==> src/rtl/ipv4_rx_pkg.sv <==
// Shared types and constants for the IPv4 receive header parser.
package ipv4_rx_pkg;

  localparam logic [3:0]  IPV4_VERSION = 4'd4;
  localparam logic [3:0]  IPV4_IHL_MIN = 4'd5;
  localparam logic [7:0]  IP_PROTO_TCP = 8'd6;
  localparam logic [2:0]  HDR_BEATS    = 3'd5;
  localparam logic [15:0] CSUM_GOOD    = 16'hFFFF;

  typedef enum logic [1:0] {
    ST_HDR,
    ST_DRAIN,
    ST_RESULT
  } state_t;

  typedef struct packed {
    logic [3:0]  ver;
    logic [3:0]  ihl;
    logic [15:0] total_len;
    logic [7:0]  ttl;
    logic [7:0]  proto;
    logic [31:0] src;
    logic [31:0] dst;
    logic [15:0] src_port;
    logic [15:0] dst_port;
    logic [31:0] seq;
    logic [7:0]  flags;
    logic        is_tcp;
    logic        csum_ok;
    logic        err_short;
    logic        err_ver;
    logic        err_ihl;
  } ipv4_result_t;

  // One's-complement add with end-around carry; the refolded sum cannot carry again.
  function automatic logic [15:0] ones_add(input logic [15:0] a, input logic [15:0] b);
    logic [16:0] t;
    t = {1'b0, a} + {1'b0, b};
    return t[15:0] + {15'd0, t[16]};
  endfunction

endpackage

==> src/rtl/ipv4_csum_acc.sv <==
// Header checksum accumulator: folds up to four 16-bit words per beat into a running sum.
module ipv4_csum_acc
  import ipv4_rx_pkg::*;
(
  input  logic        clk,
  input  logic        rst,
  input  logic        clr,
  input  logic        en,
  input  logic [3:0]  word_en,
  input  logic [63:0] data,
  output logic [15:0] sum
);

  logic [15:0] acc;

  // sum already includes the current beat so the parser can decide on the tlast beat.
  always_comb begin
    sum = acc;
    for (int i = 0; i < 4; i++) begin
      if (en && word_en[3-i]) sum = ones_add(sum, data[63-16*i -: 16]);
    end
  end

  always_ff @(posedge clk) begin
    if (rst || clr) acc <= '0;
    else if (en)    acc <= sum;
  end

endmodule

==> src/rtl/ipv4_rx_parser.sv <==
// IPv4/TCP header parser for a 64-bit AXI-Stream; emits one result record per frame.
//   state     | meaning
//   ST_HDR    | accepting header beats 0..4
//   ST_DRAIN  | header done, discarding payload until tlast
//   ST_RESULT | record valid, input stalled until out_ready
module ipv4_rx_parser
  import ipv4_rx_pkg::*;
(
  input  logic        clk,
  input  logic        rst,
  input  logic [63:0] s_axis_tdata,
  input  logic [7:0]  s_axis_tkeep,
  input  logic        s_axis_tvalid,
  input  logic        s_axis_tlast,
  output logic        s_axis_tready,
  output logic        out_valid,
  input  logic        out_ready,
  output logic [3:0]  ip_ver,
  output logic [3:0]  ip_ihl,
  output logic [15:0] ip_total_len,
  output logic [7:0]  ip_ttl,
  output logic [7:0]  ip_proto,
  output logic [31:0] ip_src,
  output logic [31:0] ip_dst,
  output logic [15:0] tcp_src_port,
  output logic [15:0] tcp_dst_port,
  output logic [31:0] tcp_seq,
  output logic [7:0]  tcp_flags,
  output logic        is_tcp,
  output logic        csum_ok,
  output logic        err_short,
  output logic        err_ver,
  output logic        err_ihl
);

  state_t       state;
  logic [2:0]   beat_cnt;
  ipv4_result_t cap, cap_nxt, fin, res;
  logic         tready_r, out_valid_r;
  logic         accept, last_hs, out_hs;
  logic [3:0]   word_en;
  logic [15:0]  csum_sum;
  logic         short_nxt, got_b2;
  logic         unused_tkeep;

  assign accept  = s_axis_tvalid & tready_r;
  assign last_hs = accept & s_axis_tlast;
  assign out_hs  = out_valid_r & out_ready;

  // Only the last beat's byte enables matter, and only the two flag-carrying bytes.
  assign unused_tkeep = ^s_axis_tkeep[5:0];

  always_comb begin
    word_en = 4'b0000;
    case (beat_cnt)
      3'd0, 3'd1: word_en = 4'b1111;
      3'd2:       word_en = 4'b1100;
      default:    word_en = 4'b0000;
    endcase
  end

  ipv4_csum_acc u_csum (
    .clk     (clk),
    .rst     (rst),
    .clr     (last_hs),
    .en      (accept),
    .word_en (word_en),
    .data    (s_axis_tdata),
    .sum     (csum_sum)
  );

  always_comb begin
    cap_nxt = cap;
    if (accept) begin
      case (beat_cnt)
        3'd0: begin
          cap_nxt.ver       = s_axis_tdata[63:60];
          cap_nxt.ihl       = s_axis_tdata[59:56];
          cap_nxt.total_len = s_axis_tdata[47:32];
        end
        3'd1: begin
          cap_nxt.ttl   = s_axis_tdata[63:56];
          cap_nxt.proto = s_axis_tdata[55:48];
          cap_nxt.src   = s_axis_tdata[31:0];
        end
        3'd2: begin
          cap_nxt.dst      = s_axis_tdata[63:32];
          cap_nxt.src_port = s_axis_tdata[31:16];
          cap_nxt.dst_port = s_axis_tdata[15:0];
        end
        3'd3: cap_nxt.seq   = s_axis_tdata[63:32];
        3'd4: cap_nxt.flags = s_axis_tdata[55:48];
        default: ;
      endcase
    end

    short_nxt = (beat_cnt < HDR_BEATS - 3'd1) ||
                ((beat_cnt == HDR_BEATS - 3'd1) && (s_axis_tkeep[7:6] != 2'b11));
    got_b2    = (beat_cnt >= 3'd2);

    fin           = cap_nxt;
    fin.err_short = short_nxt;
    fin.err_ver   = (cap_nxt.ver != IPV4_VERSION);
    fin.err_ihl   = (cap_nxt.ihl != IPV4_IHL_MIN);
    fin.is_tcp    = (cap_nxt.proto == IP_PROTO_TCP) && (cap_nxt.ihl == IPV4_IHL_MIN) && !short_nxt;
    fin.csum_ok   = got_b2 && (csum_sum == CSUM_GOOD);
    if (!fin.is_tcp) begin
      fin.src_port = '0;
      fin.dst_port = '0;
      fin.seq      = '0;
      fin.flags    = '0;
    end
  end

  always_ff @(posedge clk) begin
    if (rst) begin
      state       <= ST_HDR;
      beat_cnt    <= '0;
      cap         <= '0;
      res         <= '0;
      out_valid_r <= 1'b0;
      tready_r    <= 1'b0;
    end else begin
      if (accept) begin
        if (s_axis_tlast) begin
          beat_cnt <= '0;
          cap      <= '0;
        end else begin
          if (beat_cnt != HDR_BEATS) beat_cnt <= beat_cnt + 3'd1;
          cap <= cap_nxt;
        end
      end

      case (state)
        ST_HDR, ST_DRAIN: begin
          tready_r <= 1'b1;
          if (last_hs) begin
            state       <= ST_RESULT;
            tready_r    <= 1'b0;
            res         <= fin;
            out_valid_r <= 1'b1;
          end else if (state == ST_HDR && accept && beat_cnt == HDR_BEATS - 3'd1) begin
            state <= ST_DRAIN;
          end
        end
        ST_RESULT: begin
          tready_r <= 1'b0;
          if (out_hs) begin
            state       <= ST_HDR;
            out_valid_r <= 1'b0;
            tready_r    <= 1'b1;
          end
        end
        default: state <= ST_HDR;
      endcase
    end
  end

  assign s_axis_tready = tready_r;
  assign out_valid     = out_valid_r;
  assign ip_ver        = res.ver;
  assign ip_ihl        = res.ihl;
  assign ip_total_len  = res.total_len;
  assign ip_ttl        = res.ttl;
  assign ip_proto      = res.proto;
  assign ip_src        = res.src;
  assign ip_dst        = res.dst;
  assign tcp_src_port  = res.src_port;
  assign tcp_dst_port  = res.dst_port;
  assign tcp_seq       = res.seq;
  assign tcp_flags     = res.flags;
  assign is_tcp        = res.is_tcp;
  assign csum_ok       = res.csum_ok;
  assign err_short     = res.err_short;
  assign err_ver       = res.err_ver;
  assign err_ihl       = res.err_ihl;

endmodule

==> config.mk <==
export PLATFORM = sky130hd
export DESIGN_NAME = ipv4_rx_parser
export DESIGN_NICKNAME = d
export VERILOG_FILES = /design/src/rtl/ipv4_rx_pkg.sv /design/src/rtl/ipv4_csum_acc.sv /design/src/rtl/ipv4_rx_parser.sv
export SDC_FILE = /design/constraint.sdc
export NUM_CORES = 1
export LEC_CHECK = 0
export BUFFER_PORTS_ARGS = -buffer_cell sky130_fd_sc_hd__buf_2
export CELL_PAD_IN_SITES_DETAIL_PLACEMENT = 1
export CELL_PAD_IN_SITES_GLOBAL_PLACEMENT = 1
export CORE_MARGIN = 2
export CORE_UTILIZATION = 30
export CTS_CLUSTER_SIZE = 8
export DETAILED_ROUTE_END_ITERATION = 12
export GPL_ROUTABILITY_DRIVEN = 0
export PLACE_DENSITY = 0.66
export SLEW_MARGIN = 20
export SYNTH_ARGS = -nofsm -noshare
export SYNTH_HDL_FRONTEND = slang
export SYNTH_SLANG_ARGS = --single-unit
export TNS_END_PERCENT = 1
==> constraint.sdc <==
create_clock -name clk -period 19.7 [get_ports clk]
set_input_delay 2.955 -clock clk [delete_from_list [all_inputs] [get_ports clk]]
set_output_delay 2.955 -clock clk [all_outputs]
set_load 0.1 [all_outputs]
==> results of run 1 <==
where the power goes:
part	total (mW)	internal, mW	switching [mW]	leakage (nW)
clock	0.869	0.520	0.349	0.734
combinational	0.588	0.184	0.404	5.20
sequential	0.802	0.788	0.0142	3.07
total	2.26	1.49	0.767	9.01
Yosys cell counts (all sizes together), types with 8 or more instances:
library cell	number
xnor2	53
buf	11
nand2	367
o21ai	49
a22oi	248
nand3	28
nand4	11
mux2	41
a21o	30
nor3	34
inv	28
a311oi	109
a21oi	83
o21a	14
dfxtp	380
nand2b	10
clkbuf	168
nor2b	12
a31oi	8
ha	76
and3	10
or2	10
a2111oi	9
nor2	444
and2	11
a211oi	17
xor2	27
metal layers:
layer / vias to the layer above / track usage / share of wire
li1: 8959 / - / -
met1: 9442 / 0.273 / 0.44
met2: 425 / 0.374 / 0.48
met3: 132 / 0.0388 / 0.048
met4: 14 / 0.0694 / 0.030
met5: - / 0 / 0.0011
critical path: cells and delay by family:
kind	cells	cell delay, ns
AO/OA/AOI/OAI	35	6.72
XOR/XNOR	2	0.32
buffers and inverters	1	0.28
AND/OR/NAND/NOR	25	5.36
adder cells (fa/ha/maj)	12	3.02
worst paths after layout:
kind / endpoint / cells after the start / start / slack (ns)
worst min-delay path: ip_src[12] / 2 / cap[121] / 0.45
worst max-delay path: csum_ok / 75 / s_axis_tdata[48] / 1.57
worst min register to register: ip_src[12] / 2 / cap[121] / 0.45
worst max register to register: csum_ok / 74 / u_csum.acc[0] / 3.85
layout make-up:
| type | instances | area, sq um |
|---|---|---|
| diodes | 1 | 2.50 |
| clock buffers | 58 | 1400 |
| clock inverters | 4 | 106 |
| fillers | 7711 | 41400 |
| inverters | 28 | 105 |
| multi-input cells | 1829 | 11200 |
| flip-flops and latches | 380 | 7610 |
| well taps | 855 | 1070 |
| repair buffers | 273 | 1450 |
sequential cells by signal, indices dropped and copies added (netlist names), 16 cells and up:
| register | count |
|---|---|
| tcp_dst_port | 16 |
| cap | 176 |
| u_csum.acc | 16 |
| tcp_seq | 32 |
| ip_total_len | 16 |
| tcp_src_port | 16 |
| ip_dst | 32 |
| ip_src | 32 |
layout by cell type, fill, tap and decap left out, types with 25 or more instances in the layout:
cell type and count:
mux2_2 41, xnor2_1 53, a21oi_1 83, nand3_1 25, xor2_1 27, clkbuf_16 55, buf_2 252, a22oi_1 248
a21o_1 30, nand2_1 365, nor3_1 32, ha_1 76, inv_1 27, a311oi_1 109, o21ai_0 44, dfxtp_1 380
nor2_1 439
stage by stage:
stage	setup WS, ns	instances	utilization	hold WS (ns)	area, sq um
floorplan	3.82	2416	-	0.448	19500
global placement	1.42	3364	0.333	0.465	21400
detailed placement	1.06	3364	0.333	0.473	21400
CTS	1.60	3426	0.356	0.447	22900
global route	0.441	3427	0.357	0.467	23000
finish	1.57	3428	0.357	0.448	23000
cells by family after synthesis:
family | Yosys count | share of synthesized area
multiplexers | 46 | 0.0262
XOR/XNOR | 81 | 0.0371
AO/OA/AOI/OAI | 635 | 0.239
adder cells (fa/ha/maj) | 80 | 0.0529
flip-flops | 380 | 0.390
buffers and inverters | 207 | 0.0403
AND/OR/NAND/NOR | 987 | 0.214
==> metrics.md, run 1 <==
| Metric | Value |
|---|---|
| Status | `finished clean` |
| CP Capture Type | `flop` |
| Syn nets | `2573` |
| Synth area leader | `dfxtp_1` |
| Rel. slew slack | `0.286` |
| Synthesized cell area | `0.0195 sq mm` |
| Primary FF master, synth | `dfxtp_1` |
| Worst path arrival time | `18.67 ns` |
| Pwr dens | `98.4 mW/mm^2` |
| Gr usage total | `0.217` |
| Global-route wire length before repair | `115000 um` |
| FF+latch count, synth | `380` |
| CP Max Fanout | `12` |
| Clock sink total | `380` |
| H-tree levels | `2` |
| CP Class | `input pin to flop` |
| Hpwl dp | `51900 um` |
| Worst min path class | `flop to flop` |
| Synth cell types | `82` |
| Static Leak | `9.01 nW` |
| Clk slew on worst S/H paths | `0.06 ns` |
| Clock root buffer | `clkbuf_16` |
| Yosys top cell area share | `0.390` |
| Synth area leaders | `dfxtp_1 (39%), a22oi_1 (9.5%), nor2_1 (8.5%)` |
| Die area | `0.0671 sq mm` |
| CTS tree | `yes` |
| Max_cap viols | `0` |
| Fin nets | `2723` |
| Power consumption | `2.26 mW` |
| Worst-Skew Late Latency | `0.61 ns` |
| Initial DRC Count | `1250` |
| Total Routed Length | `75100 um` |
| DRC viols | `0` |
| Slowest stage cell, crit path | `ha_1` |
| Cts hold-fix bufs | `0` |
| Slew Limit Fails | `0` |
| Avg Inst Size Synth | `slightly above 8 sq um` |
| Routed vias | `19000` |
| Synthesis Warnings | `0` |
| Post-cts resize count | `0` |
| RSZ-0062 raised after global routing | `false` |
| Wire length per cell | `about 22 um` |
| Row count | `93` |
| Initial antenna violation count | `7` |
| Layout area overhead | `17.7%` |
| Initial core utilization | `0.303` |
| Most common cell type on the critical path | `ha_1` |
| I/O Buffers | `253` |
| Post-synth EDFFs | `0` |
| Vias in the first global route | `approximately 19000` |
| Finish-stage setup viols | `0` |
| Final Hold Fails | `0` |
| Post-synthesis instance total | `approximately 2400` |
| Clk_skew | `0.0356 ns` |
| Final period utilization | `0.920` |
| Num CTS Buffers | `54` |
| Core area | `0.0643 sq mm` |
| Achievable Freq | `55.2 MHz` |
| Post-synth ARST share | `0` |
| VDD IR-drop max | `approximately 58 uV` |
| Total negative slack | `0 ns` |
| Req. time, crit path | `20.24 ns` |
| Worst Tran Pin Value | `1.07 ns` |
| Vias per inst | `about 5.5` |
| ANT nets after route | `0` |
| Die Y-Extent | `259 um` |
| Die Wd | `259 um` |
| Post-CTS setup buffers | `0` |
| IO Pins | `260` |
| Ratio of cells with drive above 1 in the final layout | `0.161` |
| Largest net degree at the start of global routing | `between 100 and 150` |
| 1st-pass router iterations | `5` |
| CP max stage delay | `0.51 ns` |
| Sequential cell area fraction in the yosys report | `0.390` |
| Clock Tree Buf Depth | `3` |
| GRT Residual Overflow | `0` |
| Worst setup SP type | `input pin` |
| Fin crit period | `18.13 ns` |
Power figures use the tool's default switching activity.
==> run 2: changes to the inputs <==
- PLACE_DENSITY: 0.66 -> 0.65
- SYNTH_HIERARCHICAL: default -> 1
==> metrics.md, run 2 <==
| Metric | Value |
|---|---|
| Synthesis Warnings | `6 (was 0)` |
| Pwr dens | `116 mW/mm^2 (was 98.4 mW/mm^2)` |
| Row count | `95 (was 93)` |
| Achievable Freq | `60.2 MHz (was 55.2 MHz)` |
| Fillers | `7896 (was 7711)` |
| Rel. slew slack | `0.325 (was 0.286)` |
| IO Pins | `260 (unchanged)` |
| Core area | `0.0670 sq mm (was 0.0643 sq mm)` |
| FF-to-FF End | `csum_ok (unchanged)` |
| Synth area leaders | `dfxtp_1 (37%), nor2_1 (6.8%), a22oi_1 (6.6%) (was dfxtp_1 (39%), a22oi_1 (9.5%), nor2_1 (8.5%))` |
| Largest net degree at the start of global routing | `115 (was 104)` |
| Static Leak | `9.01 nW (about the same)` |
| Worst Tran Pin Value | `1.01 ns (was 1.07 ns)` |
| Most common cell type on the critical path | `ha_1 (unchanged)` |
| Worst hold path endpoint | `is_tcp (was ip_src[12])` |
| Initial antenna violation count | `17 (was 7)` |
| Synthesized cell area | `0.0203 sq mm (was 0.0195 sq mm)` |
| Synth cell types | `96 (was 82)` |
| Clock sink total | `380 (unchanged)` |
| Die Wd | `264 um (was 259 um)` |
| RR Startpoint | `u_csum/acc[0] (was u_csum.acc[0])` |
| Worst setup SP type | `input pin (unchanged)` |
| Layout area overhead | `16.0% (was 17.7%)` |
| Most frequent cells in the layout | `dfxtp_1 (380), nor2_1 (367), nand2_1 (299) (was nor2_1 (439), dfxtp_1 (380), nand2_1 (365))` |
| Worst min-delay path startpoint | `is_tcp (was cap[121])` |
| Largest family of logic cells by synthesized area | `compound AO/OA/AOI/OAI gates (unchanged)` |
| Vias in the first global route | `18600 (was 19400)` |
| FF+latch count, synth | `380 (unchanged)` |
| Worst path arrival time | `17.17 ns (was 18.67 ns)` |
| CTS tree | `yes (unchanged)` |
| Wire length per cell | `22.7 um (was 21.9 um)` |
| Commonest non-fill, non-tap cell in the layout | `dfxtp_1 (was nor2_1)` |
| Routed vias | `18400 (was 19000)` |
| VDD IR-drop max | `68.8 uV (was 58.5 uV)` |
| Setup crit start | `s_axis_tdata[48] (unchanged)` |
| Primary FF master, synth | `dfxtp_1 (unchanged)` |
| Post-synth ARST share | `0 (unchanged)` |
| Sequential cell area fraction in the yosys report | `0.375 (was 0.390)` |
| Power consumption | `2.72 mW (was 2.26 mW)` |
| Simple-gate share of the synthesized area | `0.186 (was 0.214)` |
| Clk slew on worst S/H paths | `0.06 ns (about the same)` |
| Clk_skew | `0.0472 ns (was 0.0356 ns)` |
| Gr usage total | `0.211 (was 0.217)` |
| Final Hold Fails | `0 (unchanged)` |
| Max_cap viols | `0 (unchanged)` |
| Clock root buffer | `clkbuf_16 (unchanged)` |
| Slew Limit Fails | `0 (unchanged)` |
| CP max stage delay | `0.50 ns (was 0.51 ns)` |
| Post-cts resize count | `0 (unchanged)` |
| Most instantiated cells after synthesis | `dfxtp_1 (380), nor2_1 (370), nand2_1 (301), a22oi_1 (178), mux2i_1 (107) (was nor2_1 (444), dfxtp_1 (380), nand2_1 (367), a22oi_1 (248), clkbuf_1 (168))` |
| Max reg flops | `176 (unchanged)` |
| Synth Area in XOR/XNOR | `0.0446 (was 0.0371)` |
| Fin crit period | `16.62 ns (was 18.13 ns)` |
| CP Capture Type | `flop (unchanged)` |
| Final non-filler cell total | `3362 (was 3428)` |
| Final period utilization | `0.843 (was 0.920)` |
| Slowest stage cell, crit path | `a2111oi_0 (was ha_1)` |
| I/O Buffers | `253 (unchanged)` |
| Initial DRC Count | `1025 (was 1250)` |
| Top Usage Layer GRT | `met2 (unchanged)` |
| H-tree levels | `2 (unchanged)` |
| Worst min path class | `flop to flop (unchanged)` |
| GRT Residual Overflow | `0 (unchanged)` |
| Synth area leader | `dfxtp_1 (unchanged)` |
| Die Y-Extent | `264 um (was 259 um)` |
| CP Max Fanout | `10 (was 12)` |
| Post-synthesis instance total | `2325 (was 2416)` |
| Largest reg by FF count | `cap (unchanged)` |
| 1st-pass router iterations | `5 (unchanged)` |
| CP Class | `input pin to flop (unchanged)` |
| Worst-Skew Late Latency | `0.63 ns (was 0.61 ns)` |
| M2 GR Usage | `0.368 (was 0.374)` |
| Post-synthesis mux area share | `0.0603 (was 0.0262)` |
| Worst R2R Path Depth | `67 (was 74)` |
| CP delay by family, top | `compound AO/OA/AOI/OAI gates (unchanged)` |
| Adder-cell share of the synthesized area | `0.0514 (was 0.0529)` |
| Die area | `0.0698 sq mm (was 0.0671 sq mm)` |
| Finished layout cell area | `0.0235 sq mm (was 0.0230 sq mm)` |
| Hpwl dp | `53200 um (was 51900 um)` |
| Avg Inst Size Synth | `8.73 sq um (was 8.07 sq um)` |
| WHS Path Cells | `2 (unchanged)` |
| Total Routed Length | `76300 um (was 75100 um)` |
| Global-route wire length before repair | `115000 um (about the same)` |
| RSZ-0062 raised after global routing | `false (unchanged)` |
| R2R Setup Slk | `5.41 ns (was 3.85 ns)` |
| DRC viols | `0 (unchanged)` |
| Fin nets | `2630 (was 2723)` |
| Count leader, synth | `dfxtp_1 (was nor2_1)` |
| Cts hold-fix bufs | `0 (unchanged)` |
| Initial core utilization | `0.303 (about the same)` |
| Met3 GRT Util | `0.0346 (was 0.0388)` |
| Finish-stage setup viols | `0 (unchanged)` |
| Clock Tree Buf Depth | `3 (unchanged)` |
| Total negative slack | `0 ns (unchanged)` |
| Status | `finished clean (unchanged)` |
| Post-DP Area | `0.0220 sq mm (was 0.0214 sq mm)` |
| Num CTS Buffers | `54 (unchanged)` |
| Yosys top cell area share | `0.375 (was 0.390)` |
| Req. time, crit path | `20.26 ns (was 20.24 ns)` |
| Post-synth EDFFs | `0 (unchanged)` |
| Post-CTS setup buffers | `0 (unchanged)` |
| Ratio of cells with drive above 1 in the final layout | `0.191 (was 0.161)` |
| Placed cells | `3288 (was 3364)` |
| Syn nets | `2483 (was 2573)` |
| Vias per inst | `5.48 (was 5.53)` |
| Compound-Gate Fraction of Synth Area | `0.235 (was 0.239)` |
| ANT nets after route | `0 (unchanged)` |
| Worst Path Buf+Inv | `2 (was 1)` |
| Routing usage on met1 | `0.269 (was 0.273)` |
==> run 2: cell count changes in the layout (fill, tap and decap cells not counted), sizes merged, moves of 17 or more <==
cell    previous run  this run
o31ai              6        74
mux2              41        12
mux2i              5       108
a311oi           109        73
nor2             444       374
a21oi             83        66
a211oi            17        56
a22oi            248       178
nand2            367       303
==> run 2: layout make-up <==
cell class                      count  area (sq um)  share of cell area
Tap cell                          873          1090              0.0464
Clock buffer                       62          1420              0.0604
Timing Repair Buffer              276          1470              0.0624
Clock inverter                      3          80.1             0.00340
Antenna cell                        8          20.0            0.000850
Sequential cell                   380          7610               0.323
Multi-Input combinational cell   1742         11800               0.501
Inverter                           18          67.6             0.00287
==> run 2: worst max path at each step <==
stage / end / slack (ns) / cells after the start
after floorplan: csum_ok / 5.23 / 68
after global placement: csum_ok / 3.00 / 68
after detailed placement: csum_ok / 2.65 / 68
after CTS: csum_ok / 3.26 / 68
after global routing: csum_ok / 2.00 / 68
final: csum_ok / 3.08 / 68
==> run 2: cells by family after synthesis <==
group,after synthesis
mux,120
fa+ha+maj,81
flops,380
buf+inv,203
compound gates,599
simple gates,841
xor+xnor,101
==> run 2: tightest hold or removal path: stages (launching register included) <==
cell     delay [ns]
dfxtp_1        0.31
nand2_1        0.05
o21ai_1        0.05
==> run 2: routing by layer <==
metal | up-vias | share of wire
met4 | 8 | 0.023
met5 | - | 0.00068
li1 | 8666 | -
met3 | 105 | 0.043
met2 | 395 | 0.49
met1 | 9245 | 0.44
==> run 2: metrics by stage <==
stage / worst slack (ns) / utilization / hold WS, ns
after global placement: 3.00 / 0.328 / 0.436
after CTS: 3.26 / 0.351 / 0.451
after floorplan: 5.23 / - / 0.458
final: 3.08 / 0.351 / 0.451
after detailed placement: 2.65 / 0.328 / 0.442
after global routing: 2.00 / 0.351 / 0.470
==> run 2: power by group <==
part           switching (mW)  total [mW]  internal [mW]
sequential             0.0193       0.812          0.793
clock                   0.349       0.851          0.502
combinational           0.688        1.06          0.369
==> run 3: changes to the inputs <==
- PLACE_DENSITY: 0.65 -> 0.67
- clock period: 19.7 -> 14.07 ns (I/O delays scaled with it)
==> metrics.md, run 3 (same netlist as run 2, synthesis figures left out) <==
| Metric | Value |
|---|---|
| Status | `finished clean (unchanged)` |
| Die Wd | `264 um (unchanged)` |
| Row count | `95 (unchanged)` |
| CP max stage delay | `0.39 ns (was 0.50 ns)` |
| Core area | `0.0670 sq mm (unchanged)` |
| I/O Buffers | `253 (unchanged)` |
| Finish-stage setup viols | `0 (unchanged)` |
| Hold WS | `0.452 ns (was 0.451 ns)` |
| CP Class | `input pin to flop (unchanged)` |
| Post-DP Area | `0.0237 sq mm (was 0.0220 sq mm)` |
| Worst R2R Path Depth | `71 (was 67)` |
| Pwr dens | `169 mW/mm^2 (was 116 mW/mm^2)` |
| Switching share of power | `0.376 (was 0.388)` |
| Num CTS Buffers | `54 (unchanged)` |
| Area occupied by multi-input gates | `0.0121 sq mm (was 0.0118 sq mm)` |
| Max reg flops | `176 (unchanged)` |
| CP Capture Type | `flop (unchanged)` |
| Routed vias | `19500 (was 18400)` |
| Rel. slew slack | `0.273 (was 0.325)` |
| Die area | `0.0698 sq mm (unchanged)` |
| Final period utilization | `0.962` |
| Hpwl dp | `56100 um (was 53200 um)` |
| Vias in the first global route | `20200 (was 18600)` |
| Most common cell type on the critical path | `a21o_1 (was ha_1)` |
| H-tree levels | `2 (unchanged)` |
| Clock Tree Buf Depth | `3 (unchanged)` |
| Pint | `2.70 mW (was 1.66 mW)` |
| Power consumption | `4.33 mW (was 2.72 mW)` |
| Worst hold path endpoint | `tcp_seq[21] (was is_tcp)` |
| Slowest stage cell, crit path | `a221o_1 (was a2111oi_0)` |
| Fillers | `7934 (was 7896)` |
| Static Leak | `10.2 nW (was 9.01 nW)` |
| Clk pwr share | `0.272 (was 0.313)` |
| Flop pwr share | `0.264 (was 0.299)` |
| M2 GR Usage | `0.376 (was 0.368)` |
| P_sw | `1.63 mW (was 1.06 mW)` |
| Slew Limit Fails | `0 (unchanged)` |
| Initial antenna violation count | `17 (unchanged)` |
| Worst min path class | `flop to flop (unchanged)` |
| CTS tree | `yes (unchanged)` |
| Fin nets | `2867 (was 2630)` |
| Wire length per cell | `22.0 um (was 22.7 um)` |
| Comb pwr share | `0.464 (was 0.389)` |
| Worst-Skew Late Latency | `0.61 ns (was 0.63 ns)` |
| Vias per inst | `5.41 (was 5.48)` |
| Clock sink total | `380 (unchanged)` |
| CP Max Fanout | `3 (was 10)` |
| 1st-pass router iterations | `5 (unchanged)` |
| FF-to-FF End | `csum_ok (unchanged)` |
| Die Y-Extent | `264 um (unchanged)` |
| Commonest non-fill, non-tap cell in the layout | `dfxtp_1 (unchanged)` |
| Largest net degree at the start of global routing | `149 (was 115)` |
| Worst Tran Pin Value | `1.09 ns (was 1.01 ns)` |
| IO Pins | `260 (unchanged)` |
| Largest reg by FF count | `cap (unchanged)` |
| Most frequent cells in the layout | `dfxtp_1 (380), nor2_1 (365), nand2_1 (298) (was dfxtp_1 (380), nor2_1 (367), nand2_1 (299))` |
| Top Usage Layer GRT | `met2 (unchanged)` |
| VDD IR-drop max | `90.6 uV (was 68.8 uV)` |
| Worst path arrival time | `14.08 ns (was 17.17 ns)` |
| Fin crit period | `13.53 ns` |
| Clock root buffer | `clkbuf_16 (unchanged)` |
| Worst setup SP type | `input pin (unchanged)` |
| Ratio of cells with drive above 1 in the final layout | `0.281 (was 0.191)` |
| Worst min-delay path startpoint | `tcp_seq[21] (was is_tcp)` |
| Initial DRC Count | `1128 (was 1025)` |
| DRC viols | `0 (unchanged)` |
| Global-route wire length before repair | `119000 um (was 115000 um)` |
| RR Startpoint | `u_csum/acc[0] (unchanged)` |
| WHS Path Cells | `2 (unchanged)` |
| Initial core utilization | `0.303 (unchanged)` |
| Total Routed Length | `79000 um (was 76300 um)` |
| ANT nets after route | `0 (unchanged)` |
| R2R Setup Slk | `1.86 ns (was 5.41 ns)` |
| Max_cap viols | `0 (unchanged)` |
| Met3 GRT Util | `0.0455 (was 0.0346)` |
| Achievable Freq | `73.9 MHz` |
| Req. time, crit path | `14.62 ns (was 20.26 ns)` |
| Clk slew on worst S/H paths | `0.06 ns (about the same)` |
| GRT Residual Overflow | `0 (unchanged)` |
| Reg area | `0.00761 sq mm (unchanged)` |
| Layout area overhead | `26.0% (was 16.0%)` |
| Clk_skew | `0.0278 ns (was 0.0472 ns)` |
| Final Hold Fails | `0 (unchanged)` |
| Finished layout cell area | `0.0256 sq mm (was 0.0235 sq mm)` |
| Gr usage total | `0.219 (was 0.211)` |
| Routing usage on met1 | `0.264 (was 0.269)` |
[run 3: power by group through the flow]
stage / combinational [mW] / sequential, mW / clock (mW)
after global placement: 1.81 / 1.16 / 0
after CTS: 1.91 / 1.14 / 1.21
after global routing: 2.17 / 1.14 / 1.26
final: 2.01 / 1.14 / 1.18
after floorplan: 1.00 / 1.26 / 0
after detailed placement: 1.89 / 1.16 / 0
[run 3: cell type report]
| class | count | share of cell area |
|---|---|---|
| multi-input combinational | 1742 | 0.472 |
| sequential | 380 | 0.297 |
| timing repair buffer | 513 | 0.127 |
| clock buffer | 55 | 0.0534 |
| tap | 873 | 0.0427 |
| clock inverter | 6 | 0.00386 |
| inverter | 18 | 0.00264 |
| antenna | 9 | 0.000880 |
[run 3: worst max path at each step]
stage / startpoint / end / slack, ns / cells past startpoint
2_1_floorplan: s_axis_tdata[48] / csum_ok / 0.45 / 68
3_3_place_gp: s_axis_tdata[48] / csum_ok / -0.48 / 69
3_5_place_dp: s_axis_tdata[48] / csum_ok / -0.87 / 70
4_1_cts: s_axis_tdata[48] / csum_ok / 0.03 / 71
5_1_grt: s_axis_tdata[48] / csum_ok / -0.25 / 72
6_report: s_axis_tdata[48] / csum_ok / 0.54 / 72
[run 3: critical path: cells and delay by family]
kind | cells | cell delay, ns
AO/OA/AOI/OAI | 25 | 4.80
AND/OR/NAND/NOR | 27 | 3.25
adder cells (fa/ha/maj) | 12 | 2.85
XOR/XNOR | 4 | 0.58
buffers and inverters | 4 | 0.50
[run 3: repair_timing]
action / 4_1_cts / 5_1_grt
pin swaps: 1 / 33
hold buffers: 0 / 0
setup endpoints to repair: 1 / 16
resized for setup: 10 / 54
setup buffers: 0 / 10
cloned: 0 / 0
[run 3: layer usage]
layer	routed length [um]	vias to the layer above
met3	4690	143
met1	33200	9675
met2	38400	517
met5	84	-
li1	-	9117
met4	2670	12
[run 3: stage by stage]
step                worst slack, ns  std cells  setup TNS [ns]  utilization
CTS                          0.0319       3577               0        0.376
global route                 -0.254       3595          -0.254        0.382
floorplan                     0.447       2325               0            -
detailed placement           -0.872       3516           -4.15        0.354
finish                        0.536       3596               0        0.382
global placement             -0.485       3516          -0.628        0.354
